## config.mk

```make
export PLATFORM = sky130hd
export DESIGN_NAME = aes_round_ctrl
export DESIGN_NICKNAME = d
export VERILOG_FILES = /design/src/rtl/aes_pkg.sv /design/src/rtl/aes_round_ctrl.sv
export SDC_FILE = /design/constraint.sdc
export NUM_CORES = 1
export LEC_CHECK = 0
export ABC_AREA = 1
export BUFFER_PORTS_ARGS = -buffer_cell sky130_fd_sc_hd__buf_2
export CORE_AREA = 2 2 206 208
export DETAILED_ROUTE_END_ITERATION = 12
export DIE_AREA = 0 0 208 210
export PLACE_DENSITY_LB_ADDON = 0.3
export REMOVE_ABC_BUFFERS = 1
export SLEW_MARGIN = 30
export SYNTH_ARGS = -nofsm -noshare
export SYNTH_HDL_FRONTEND = slang
export SYNTH_SLANG_ARGS = --single-unit
```

## constraint.sdc

```tcl
create_clock -name clk_i -period 6.4 [get_ports clk_i]
set_clock_uncertainty 0.2 [all_clocks]
set_input_delay 0.32 -clock clk_i [delete_from_list [all_inputs] [get_ports clk_i]]
set_output_delay 0.32 -clock clk_i [all_outputs]
set_load 0.01 [all_outputs]
```

## src/rtl/aes_pkg.sv

```systemverilog
// Shared constants and FSM state type for the AES round controller.
package aes_pkg;

  localparam int NR = 14;

  localparam logic [1:0] OP_ADDKEY = 2'b00;
  localparam logic [1:0] OP_FULL   = 2'b01;
  localparam logic [1:0] OP_FINAL  = 2'b10;

  typedef enum logic [1:0] {
    IDLE  = 2'd0,
    ROUND = 2'd1,
    DONE  = 2'd2
  } ctrlState_e;

endpackage

```

## src/rtl/aes_round_ctrl.sv

```systemverilog
// AES round sequencer: owns the state register and round counter, drives an external round datapath.
// Optional build macro AES_CTRL_ABORT_EN adds an abort_i port that returns the block to IDLE.
module aes_round_ctrl #(
  parameter int NR = aes_pkg::NR
) (
  input  logic         clk_i,
  input  logic         rst_i,
`ifdef AES_CTRL_ABORT_EN
  input  logic         abort_i,
`endif
  input  logic         in_valid_i,
  output logic         in_ready_o,
  input  logic [127:0] in_data_i,
  output logic         rk_req_o,
  input  logic         rk_valid_i,
  output logic [3:0]   rk_idx_o,
  output logic [127:0] round_state_o,
  output logic [1:0]   round_op_o,
  input  logic [127:0] round_result_i,
  output logic         out_valid_o,
  input  logic         out_ready_i,
  output logic [127:0] out_data_o,
  output logic         busy_o
);
  import aes_pkg::*;

  localparam logic [3:0] RoundLast = 4'(NR);

  ctrlState_e   fsmState_q, fsmState_d;
  logic [127:0] data_q, data_d;
  logic [3:0]   round_q, round_d;

  always_ff @(posedge clk_i or posedge rst_i) begin
    if (rst_i) begin
      fsmState_q <= IDLE;
      data_q     <= '0;
      round_q    <= '0;
    end else begin
      fsmState_q <= fsmState_d;
      data_q     <= data_d;
      round_q    <= round_d;
    end
  end

  // The counter stops at the last round and the FSM leaves ROUND there, so it can never wrap.
  always_comb begin
    fsmState_d = fsmState_q;
    data_d     = data_q;
    round_d    = round_q;
    unique case (fsmState_q)
      IDLE: begin
        if (in_valid_i) begin
          data_d     = in_data_i;
          round_d    = '0;
          fsmState_d = ROUND;
        end
      end
      ROUND: begin
        if (rk_valid_i) begin
          data_d = round_result_i;
          if (round_q == RoundLast) begin
            fsmState_d = DONE;
          end else begin
            round_d = round_q + 4'd1;
          end
        end
      end
      DONE: begin
        if (out_ready_i) begin
          fsmState_d = IDLE;
          round_d    = '0;
        end
      end
      default: fsmState_d = IDLE;
    endcase
`ifdef AES_CTRL_ABORT_EN
    if (abort_i) begin
      fsmState_d = IDLE;
      data_d     = '0;
      round_d    = '0;
    end
`endif
  end

  always_comb begin
    in_ready_o  = 1'b0;
    rk_req_o    = 1'b0;
    out_valid_o = 1'b0;
    busy_o      = 1'b1;
    round_op_o  = OP_ADDKEY;
    unique case (fsmState_q)
      IDLE: begin
        in_ready_o = 1'b1;
        busy_o     = 1'b0;
      end
      ROUND: begin
        rk_req_o = 1'b1;
        if (round_q == 4'd0) begin
          round_op_o = OP_ADDKEY;
        end else if (round_q == RoundLast) begin
          round_op_o = OP_FINAL;
        end else begin
          round_op_o = OP_FULL;
        end
      end
      DONE: out_valid_o = 1'b1;
      default: busy_o = 1'b1;
    endcase
`ifdef AES_CTRL_ABORT_EN
    // Masking the handshakes keeps an aborted cycle from looking like an accepted block or output.
    if (abort_i) begin
      in_ready_o  = 1'b0;
      out_valid_o = 1'b0;
    end
`endif
  end

  assign rk_idx_o      = round_q;
  assign round_state_o = data_q;
  assign out_data_o    = data_q;

endmodule

```

==> impl_results.md, run 1 <==
- Outcome: finished, final reports clean
- Crit. End Element: flop
- Initial antenna violation count: 0
- R2R depth: 9
- Synth top cells by count: nand2_1, dfrtp_1, buf_4
- Clk network pwr share: 19.9%
- Root cell of the clock tree: clkbuf_16
- FF-to-FF setup slack: 2650 ps
- Crit path max fanout: 68
- Post-CTS setup buffers: 0
- Yosys top cell area share: between 40% and 50%
- Wirelength per Cell: 13.3 µm
- Final Hold Fails: 0
- FMAX: 0.267 GHz
- Final slew viol count: 0
- Maximum vdd drop: 0.158 mV
- Worst path required time: ~6600 ps
- Combinational share of power: 48.5%
- Critical path launch point type: flop
- Max-Cap Viols: 0
- Clk buf depth: 2
- Area leader, netlist: dfrtp_1
- Antenna fix cells: 0
- Asr flop ratio synth: 100%
- Die width: 208 µm
- Most used cell, CP: nand2_1
- Drt total wl: 30500 µm
- Area grow syn2layout: 60.4%
- RSZ-0062 raised after global routing: no
- Final setup vio count: 0
- NumNets Final: ~2000
- Starting Density: 19.4%
- DRC viols: 0
- Worst reg2reg path endpoint: out_data_o[40]
- Leak pwr: ~7.4 nW
- Total I/O pin count: 527
- Seq pwr share: 31.7%
- Total CTS buffers: 17
- Hold Path Depth: 5
- Critical path class: flop to flop
- Post-synth EDFFs: 0
- Most used flip-flop cell after synthesis: dfrtp_1
- Tot Pwr: 0.00475 W
- Core area: 41500 µm²
- Share of cells above drive strength 1: between 30% and 40%
- Largest net degree at the start of global routing: 77
- CP max stage cell: buf_4
- NetSw: 0.00200 W
- Port Buf Inserts: 526
- Via-per-instance ratio: 4.01
- Seq/Total Area, Yosys: 41.6%
- Clk_lat worst skew: 430 ps
- DRT iter0 DRCs: 345
- Vias in the first global route: 8793
- Die Span Y: ~210 µm
- First-pass GRT wire length: 46700 µm
- Max-slew headroom: ~43%
- Post-CTS sizing: 0
- Post-CTS Hold Buffers: 228
- Mapped Area: 8050 µm²
- Syn avg cell area: 6.96 µm²
- Syn Inst Count: 1156
- Reg-to-Reg Start: fsmState_q[1]
- GR Util All Layers: 13.5%
- Hold wc startpoint: in_data_i[93]
- Final Wtd Congestion: 0.768
- Worst path max stage delay: 660 ps
- Hold crit path type: input port to flop
- TritonCTS clock tree: yes
- Crit path DAT: 3920 ps
- Worst path cell trace: inv_2 -> nand2_4 -> inv_4 -> buf_4 -> nand2_1 -> nand2_1 -> dlygate4sd3_1 -> nand2_1 -> nand2_1
- Drt pass-1 iters: 4
- TritonCTS Sinks: 134
- Die ar.: between 40000 and 50000 µm²
- DP HPWL: 21000 µm
- Syn. warnings: 0
- Vias: roughly 9200
- Worst-margin pin slew: roughly 860 ps
- Pwr dens: approximately 370 nW/µm²
- Worst-path clk slew: 60 ps
- Final ANT Viol Nets: 0
- Final Cycle Share: 58.5%
- Most frequent cell after synthesis: nand2_1
- Post-synth cell types: 22
- #FFs+latches synth: roughly 130
- Crit path time final: ~3700 ps
- Final hold slack: about 31 ps
- Switch share: approximately 42%
- H-tree depth: 4
- Synth area leaders: dfrtp_1, nand2_1, buf_4
- Std-Cell Rows: 75
- Hold Path End: out_data_o[93]
- Int Pwr: 0.00275 W
- Gr ovfl total: 0
[cells by family (layout without fill, tap and decap cells)]
| kind of cell | after synthesis | count (layout) | share of synthesized area, % |
|---|---|---|---|
| AO/OA/AOI/OAI | 135 | 135 | 8.56 |
| adder cells (fa/ha/maj) | 3 | 3 | 0.466 |
| AND/OR/NAND/NOR | 668 | 668 | 31.4 |
| flip-flops | 134 | 134 | 41.6 |
| buffers and inverters | 215 | 812 | 17.9 |
| XOR/XNOR | 1 | 1 | 0.109 |
[critical path, delay by kind of cell, from the launching register on]
kind	cells	cell delay, ps
buf+inv	4	2010
simple gates	5	720
flops	1	640
[sequential cells by signal, summed over array words and instances, names as in the netlist]
name	count
fsmState_q	2
out_data_o	128
rk_idx_o	4
[cells in the final DEF (no fill, tap or decap)]
master and instances:
a31oi_1 2, buf_2 526, buf_4 8, buf_6 1
bufinv_16 1, clkbuf_1 5, clkbuf_16 17, clkbuf_8 2
clkinv_2 3, clkinvlp_4 4, dfrtp_1 133, dfrtp_4 1
dlygate4sd3_1 228, ha_1 3, inv_1 14, inv_2 1
inv_4 1, inv_6 1, nand2_1 650, nand2_4 2
nand3_1 8, nand4_1 1, nor2_1 6, nor2_4 1
o21ai_0 89, o21ai_1 39, o21bai_1 4, o22ai_1 1
xnor2_1 1
[how the worst max path moves through the flow]
stage | from | to | slack (ps) | depth (start not counted)
2_1_floorplan | fsmState_q[1] | round_op_o[0] | -110 | 5
3_3_place_gp | fsmState_q[1] | out_data_o[5] | 3210 | 8
3_5_place_dp | fsmState_q[1] | out_data_o[100] | 3180 | 8
4_1_cts | fsmState_q[1] | out_data_o[84] | 2620 | 9
5_1_grt | fsmState_q[1] | out_data_o[117] | 2330 | 9
6_report | fsmState_q[1] | out_data_o[40] | 2650 | 9
[routing by layer]
layer | wire [µm] | share of wire [%] | vias up | global-route usage (%)
met4 | 629 | 2.1 | 0 | 5.23
met2 | 15600 | 51 | 327 | 24.8
li1 | - | - | 4600 | -
met3 | 1410 | 4.6 | 28 | 2.43
met1 | 12800 | 42 | 4237 | 15.5
met5 | 0 | 0 | - | 0
[layout make-up]
| class | count | area [µm²] |
|---|---|---|
| Tap cell | 539 | 674 |
| Inverter | 17 | 71.3 |
| Fill cell | 4463 | 28600 |
| Sequential cell | 134 | 3360 |
| Clock inverter | 8 | 75.1 |
| Clock buffer | 24 | 472 |
| Timing Repair Buffer | 763 | 4990 |
| Multi-Input combinational cell | 807 | 3280 |
[through the flow]
stage                     util, %  cells  TNS, ps  cell area [µm²]  worst slack (ps)
final                        31.1   2292        0            12900              2650
after floorplan                 -    958     -143             6680              -111
after global placement       24.3   2032        0            10100              3210
after global routing         31.1   2292        0            12900              2330
after detailed placement     24.3   2032        0            10100              3180
after CTS                    31.1   2292        0            12900              2620
[power groups by stage]
stage	registers [W]	logic, W	clock network (W)
after floorplan	0.00175	0.000749	0
after global placement	0.00151	0.00203	0
after detailed placement	0.00152	0.00203	0
after CTS	0.00151	0.00232	0.000985
after global routing	0.00155	0.00254	0.00102
final	0.00150	0.00230	0.000943
Note: power is estimated with default switching activity, not from simulation.
==> run 2, diff against run 1 <==
--- a/config.mk
+++ b/config.mk
@@ -5,11 +5,11 @@
 export SDC_FILE = /design/constraint.sdc
 export NUM_CORES = 1
 export LEC_CHECK = 0
-export ABC_AREA = 1
+export ABC_AREA = 0
 export BUFFER_PORTS_ARGS = -buffer_cell sky130_fd_sc_hd__buf_2
-export CORE_AREA = 2 2 206 208
+export CORE_AREA = 2 2 205 207
 export DETAILED_ROUTE_END_ITERATION = 12
-export DIE_AREA = 0 0 208 210
+export DIE_AREA = 0 0 207 209
 export PLACE_DENSITY_LB_ADDON = 0.3
 export REMOVE_ABC_BUFFERS = 1
 export SLEW_MARGIN = 30
==> constraint.sdc (replaced) <==
create_clock -name clk_i -period 3.8 [get_ports clk_i]
set_clock_uncertainty 0.2 [all_clocks]
set_input_delay 0.19 -clock clk_i [delete_from_list [all_inputs] [get_ports clk_i]]
set_output_delay 0.19 -clock clk_i [all_outputs]
set_load 0.01 [all_outputs]
==> impl_results.md, run 2 <==
- Outcome: finished, final reports clean
- Most used cell, CP: mux2_2
- Port Buf Inserts: 526 (unchanged)
- Max reg flops: 128 (unchanged)
- Area grow syn2layout: 69.1%
- Final setup vio count: 0 (unchanged)
- Most used flip-flop cell after synthesis: dfrtp_1
- Share of cells above drive strength 1: 65.6% (+33 points)
- Crit path time final: 3050 ps (-693 ps)
- Final ANT Viol Nets: 0 (unchanged)
- NumNets Final: 1512 (-25%)
- Starting Density: 19.3% (-0.069 points)
- DRT iter0 DRCs: 191 (-45%)
- Final Cycle Share: 80.4% (+22 points)
- Pwr dens: 758 nW/µm² (+110%)
- Mapped Area: 7990 µm² (-0.81%)
- Asr flop ratio synth: 100% (unchanged)
- Design area: 13500 µm² (+4.6%)
- DRC viols: 0 (unchanged)
- Gr ovfl total: 0 (unchanged)
- Leak pwr: 6.63 nW (-9.9%)
- Worst path buffer plus inverter count: 3 (-1)
- Syn Inst Count: 589 (-49%)
- Placed cell count: 1507 (-26%)
- Largest net degree at the start of global routing: 66 (-14%)
- DP HPWL: 18100 µm (-14%)
- Initial antenna violation count: 1 (+1)
- First-pass GRT wire length: 39600 µm (-15%)
- Vias: 6877 (-25%)
- Drt total wl: 25700 µm (-16%)
- Vias in the first global route: 7267 (-17%)
- FMAX: 0.327 GHz (+23%)
- Critical path launch point type: flop
- Clk_lat worst skew: 420 ps (about the same)
- Drt pass-1 iters: 4 (unchanged)
- Std-Cell Rows: 75 (unchanged)
- Final Hold Fails: 0 (unchanged)
- Synth area leaders: dfrtp_1, mux2_2, mux2_4
- Dpl cell area: 10300 µm² (+1.8%)
- Root cell of the clock tree: clkbuf_16
- Syn. warnings: 0 (unchanged)
- Most frequent cells in the layout: buf_2, dlygate4sd3_1, mux2_2
- Die Span Y: 209 µm (-0.48%)
- Crit path DAT: 3170 ps (-750 ps)
- Via-per-instance ratio: 3.82 (-4.7%)
- Yosys top cell area share: 42.0% (+0.34 points)
- Worst-margin pin slew: 623 ps (-232 ps)
- Leading cell type in the layout, fill and taps excluded: buf_2
- Crit path max-delay family: buffers and inverters
- GR Util All Layers: 11.6% (-1.9 points)
- Synth top cells by count: mux2_2, buf_4, dfrtp_1
- Post-synth EDFFs: 0 (unchanged)
- Finished Layout Cells: 1799 (-22%)
- Post-CTS sizing: 0 (unchanged)
- Final Wtd Congestion: 0.859 (+12%)
- Worst-path clk slew: 60 ps (about the same)
- RSZ-0062 raised after global routing: no
- Worst path max stage delay: 560 ps (-100 ps)
- Clk buf depth: 2 (unchanged)
- Worst path required time: 3910 ps (-2660 ps)
- Crit path max fanout: 53 (-22%)
- Max-Cap Viols: 0 (unchanged)
- Most frequent cell after synthesis: mux2_2
- Antenna fix cells: 0 (unchanged)
- Max-slew headroom: 58.5% (+15 points)
- TritonCTS Sinks: 134 (unchanged)
- Area leader, netlist: dfrtp_1
- R2R depth: 6 (-3)
- Post-synth cell types: 29 (+32%)
- Hold crit path type: input port to asynchronous set/reset pin
- Wirelength per Cell: 14.3 µm (+7.3%)
- Crit. End Element: flop
- Syn avg cell area: 13.6 µm² (+95%)
- #FFs+latches synth: 134 (unchanged)
- Total I/O pin count: 527 (unchanged)
- Worst path cell trace: nand2b_4 -> inv_6 -> buf_12 -> mux2_2 -> dlygate4sd3_1 -> mux2_2
- Final slew viol count: 0 (unchanged)
- Worst path depth: 6 (-3)
- Critical path class: flop to flop
- Seq/Total Area, Yosys: 42.0% (+0.34 points)
- Core area: 41300 µm² (-0.45%)
- Die ar.: 43300 µm² (-0.95%)
- Maximum vdd drop: 0.369 mV (+130%)
- CP max stage cell: dlygate4sd3_1
- Die width: 207 µm (-0.48%)
- H-tree depth: 4 (unchanged)
- TritonCTS clock tree: yes
- Total CTS buffers: 17 (unchanged)
## run 2: path summary, 6_finish.rpt
kind / start / endpoint / slack (ps)
hold / removal: rst_i / out_data_o[96] / 190
max in group asynchronous: rst_i / out_data_o[2] / 2480
setup reg to reg: fsmState_q[1] / out_data_o[123] / 750
hold reg to reg: out_data_o[108] / out_data_o[108] / 330
setup / recovery: fsmState_q[1] / out_data_o[123] / 750
min in group clk_i: out_data_o[108] / out_data_o[108] / 330
## run 2: area by class of cell
| class | instances | area, µm² |
|---|---|---|
| repair buffers | 797 | 5380 |
| multi-input cells | 291 | 3430 |
| clock inverters | 12 | 178 |
| well taps | 539 | 674 |
| clock buffers | 19 | 453 |
| inverters | 7 | 36.3 |
| flip-flops and latches | 134 | 3350 |
| fillers | 4164 | 27800 |
## run 2: layer usage
layer / wire length, µm / share of wire (%) / GRT usage (%) / up-vias
met1: 10200 / 40 / 12.9 / 3306
met2: 13600 / 53 / 21.1 / 288
met5: 12 / 0.047 / 0 / -
met4: 620 / 2.4 / 4.70 / 2
met3: 1340 / 5.2 / 3.05 / 31
li1: - / - / - / 3250
## run 2: worst min-delay path: cells and delay by family
| kind | cells | cell delay (ps) |
|---|---|---|
| buf+inv | 3 | 1090 |
## run 2: cell families (layout without fill, tap and decap cells)
kind of cell / count (synthesis) / after routing / share of synthesized area [%]
DFF: 134 / 134 / 42.0
buffers and inverters: 164 / 835 / 15.3
muxes: 258 / 258 / 39.9
adders and majority gates: 3 / 3 / 0.470
and+or+nand+nor: 19 / 19 / 1.39
AOI/OAI and AO/OA: 11 / 11 / 0.971
## run 2: what timing repair did
action	CTS	global route
setup buffers	0	0
hold buffers	261	0
hold endpoints to repair	190	0
## run 2: power by group
part	leakage, nW	switching (W)	internal (W)	total, W
registers	1.56	0.000674	0.00217	0.00285
clock network	0.309	0.000662	0.00113	0.00179
logic	4.76	0.00241	0.00319	0.00560
## run 2: through the flow
stage / total power [W] / hold slack, ps / util [%] / TNS (ps) / setup slack, ps
finish: 0.0102 / 192 / 32.7 / 0 / 746
CTS: 0.0103 / 194 / 32.7 / 0 / 770
global route: 0.0109 / 221 / 32.7 / 0 / 655
global placement: 0.00778 / 132 / 24.8 / 0 / 1360
floorplan: 0.00590 / 152 / - / -555140 / -4160
detailed placement: 0.00779 / 133 / 24.8 / 0 / 1320
==> run 3, diff against run 2 <==
--- a/config.mk
+++ b/config.mk
@@ -5,11 +5,11 @@
 export SDC_FILE = /design/constraint.sdc
 export NUM_CORES = 1
 export LEC_CHECK = 0
-export ABC_AREA = 0
+export ABC_AREA = 1
 export BUFFER_PORTS_ARGS = -buffer_cell sky130_fd_sc_hd__buf_2
-export CORE_AREA = 2 2 205 207
+export CORE_AREA = 2 2 206 208
 export DETAILED_ROUTE_END_ITERATION = 12
-export DIE_AREA = 0 0 207 209
+export DIE_AREA = 0 0 208 210
 export PLACE_DENSITY_LB_ADDON = 0.3
 export REMOVE_ABC_BUFFERS = 1
 export SLEW_MARGIN = 30
==> constraint.sdc (replaced) <==
create_clock -name clk_i -period 3.2 [get_ports clk_i]
set_clock_uncertainty 0.2 [all_clocks]
set_input_delay 0.16 -clock clk_i [delete_from_list [all_inputs] [get_ports clk_i]]
set_output_delay 0.16 -clock clk_i [all_outputs]
set_load 0.01 [all_outputs]
==> impl_results.md, run 3 (synthesis gave the netlist of run 1 again) <==
- Vias in the first global route: 9211 (+27%)
- DRC viols: 0 (unchanged)
- Wirelength per Cell: 13.2 µm (-7.9%)
- Design area: 13300 µm² (-1.6%)
- Via-per-instance ratio: 4.06 (+6.1%)
- Drt total wl: 30600 µm (+19%)
- Sum of negative setup slack: 0 ps (unchanged)
- Largest net degree at the start of global routing: 87 (+32%)
- Leading cell type in the layout, fill and taps excluded: nand2_1
- Met2 usage: 25.6% (+4.5 points)
- Final setup vio count: 0 (unchanged)
- Core area: 41500 µm² (+0.45%)
- Worst path max stage delay: 560 ps (about the same)
- Std-Cell Rows: 75 (unchanged)
- RSZ-0062 raised after global routing: no
- Pwr dens: 719 nW/µm² (-5.1%)
- Die width: 208 µm (+0.48%)
- Initial antenna violation count: 0 (-1)
- Crit path max fanout: 72 (+36%)
- Die ar.: 43700 µm² (+0.96%)
- Crit. End Element: flop
- Die Span Y: 210 µm (+0.48%)
- Max reg flops: 128 (unchanged)
- DP HPWL: 20900 µm (+16%)
- Finished Layout Cells: 2326 (+29%)
- TritonCTS Sinks: 134 (unchanged)
- Worst path cell trace: inv_2 -> nand2_4 -> inv_4 -> buf_12 -> nand2_1 -> nand2_1 -> dlygate4sd3_1 -> nand2_1 -> nand2_1
- Worst path required time: 3360 ps (-550 ps)
- Most frequent cells in the layout: nand2_1, buf_2, dlygate4sd3_1
- GR Util All Layers: 13.5% (+1.8 points)
- Reg-to-Reg Start: fsmState_q[1]
- Placed cell count: 2036 (+35%)
- Worst setup path start: fsmState_q[1]
- Post-CTS setup buffers: 0 (unchanged)
- Crit path max-delay family: buffers and inverters
- Antenna fix cells: 0 (unchanged)
- Pre-CTS WS: 1060 ps (-261 ps)
- Final Wtd Congestion: 0.804 (-6.4%)
- Most used cell, CP: nand2_1
- Dpl cell area: 10200 µm² (-0.96%)
- Starting Density: 19.4% (+0.069 points)
- Final slew viol count: 0 (unchanged)
- Final worst slack: 514 ps (-233 ps)
- H-tree depth: 4 (unchanged)
- Worst-margin pin slew: 728 ps (+105 ps)
- Total I/O pin count: 527 (unchanged)
- DRT iter0 DRCs: 440 (+130%)
- FMAX: 0.372 GHz (+14%)
- Vias: 9437 (+37%)
- Drt pass-1 iters: 6 (+2)
- CP max stage cell: dlygate4sd3_1
- First-pass GRT wire length: 47100 µm (+19%)
- Maximum vdd drop: 0.339 mV (-8.1%)
- Clk_lat worst skew: 420 ps (about the same)
- Final hold slack: 192 ps (+0.480 ps)
- Outcome: finished, final reports clean
- Hold crit path type: input port to asynchronous set/reset pin
- Most used routing layer: met2
- Share of cells above drive strength 1: 32.2% (-33 points)
- Total CTS buffers: 17 (unchanged)
- Max-slew headroom: 51.5% (-7.0 points)
- Clk buf depth: 2 (unchanged)
- Root cell of the clock tree: clkbuf_16
- Crit path DAT: 2850 ps (-320 ps)
- Leak pwr: 7.52 nW (+14%)
- Gr ovfl total: 0 (unchanged)
- Area grow syn2layout: 65.1%
- NumNets Final: 2040 (+35%)
- Final ANT Viol Nets: 0 (unchanged)
- TritonCTS clock tree: yes
- Worst path buffer plus inverter count: 4 (+1)
- Port Buf Inserts: 526 (unchanged)
- Max-Cap Viols: 0 (unchanged)
- Met1 Usage GRT: 14.7% (+1.8 points)
- Critical path launch point type: flop
- Crit path time final: 2690 ps (-367 ps)
- Met3 Usage GRT: 2.67% (-0.38 points)
- Worst-path clk slew: 60 ps (about the same)
- Critical path class: flop to flop
- Final Hold Fails: 0 (unchanged)
- Final Cycle Share: 83.9% (+3.6 points)
[run 3: changes by cell type in the layout (fill, tap and decap cells not counted), moves of 6 or more]
cell	change
inv_1	+9
o21ai_1	+39
mux2_4	-76
nand2_1	+646
o21ai_0	+89
mux2_2	-180
nand3_1	+6
[run 3: worst paths after layout]
kind	depth (start not counted)	endpoint	slack, ps
min in group clk_i	6	rk_idx_o[2]	230
max in group asynchronous	4	out_data_o[112]	1910
max reg2reg	9	out_data_o[109]	510
min reg2reg	2	out_data_o[96]	310
max	9	out_data_o[109]	510
min	3	out_data_o[37]	190
[run 3: worst register-to-register path: stages (launching register included)]
cell and delay (ps):
dfrtp_4 490, inv_2 90, nand2_4 60, inv_4 470
buf_12 400, nand2_1 130, nand2_1 70, dlygate4sd3_1 560
nand2_1 70, nand2_1 90
[run 3: stage by stage]
| stage | power (W) | util [%] |
|---|---|---|
| after global placement | 0.00710 | 24.5 |
| after global routing | 0.0103 | 32.0 |
| after CTS | 0.00969 | 32.0 |
| after detailed placement | 0.00713 | 24.5 |
| after floorplan | 0.00500 | - |
| final | 0.00956 | 32.0 |
[run 3: layer usage]
metal | vias to the layer above | routed length [µm]
met4 | 0 | 683
met1 | 4370 | 12300
li1 | 4669 | -
met2 | 364 | 16100
met5 | - | 0
met3 | 34 | 1550
[run 3: layout make-up]
type | instances | area, µm²
fillers | 4404 | 28200
repair buffers | 799 | 5380
flip-flops and latches | 134 | 3360
multi-input cells | 807 | 3280
well taps | 539 | 674
clock buffers | 21 | 470
inverters | 17 | 71.3
clock inverters | 9 | 55.1
[run 3: timing repair]
| item | 4_1_cts | 5_1_grt |
|---|---|---|
| hold endpoints to repair | 190 | 0 |
| gates resized for setup | 0 | 0 |
| hold buffers | 260 | 0 |
[run 3: where the power goes]
group          total (W)  internal, W  leakage (nW)  switching (W)
Sequential       0.00299      0.00236          1.64       0.000634
Combinational    0.00478      0.00217          5.64        0.00261
Clock            0.00179      0.00103         0.252       0.000753
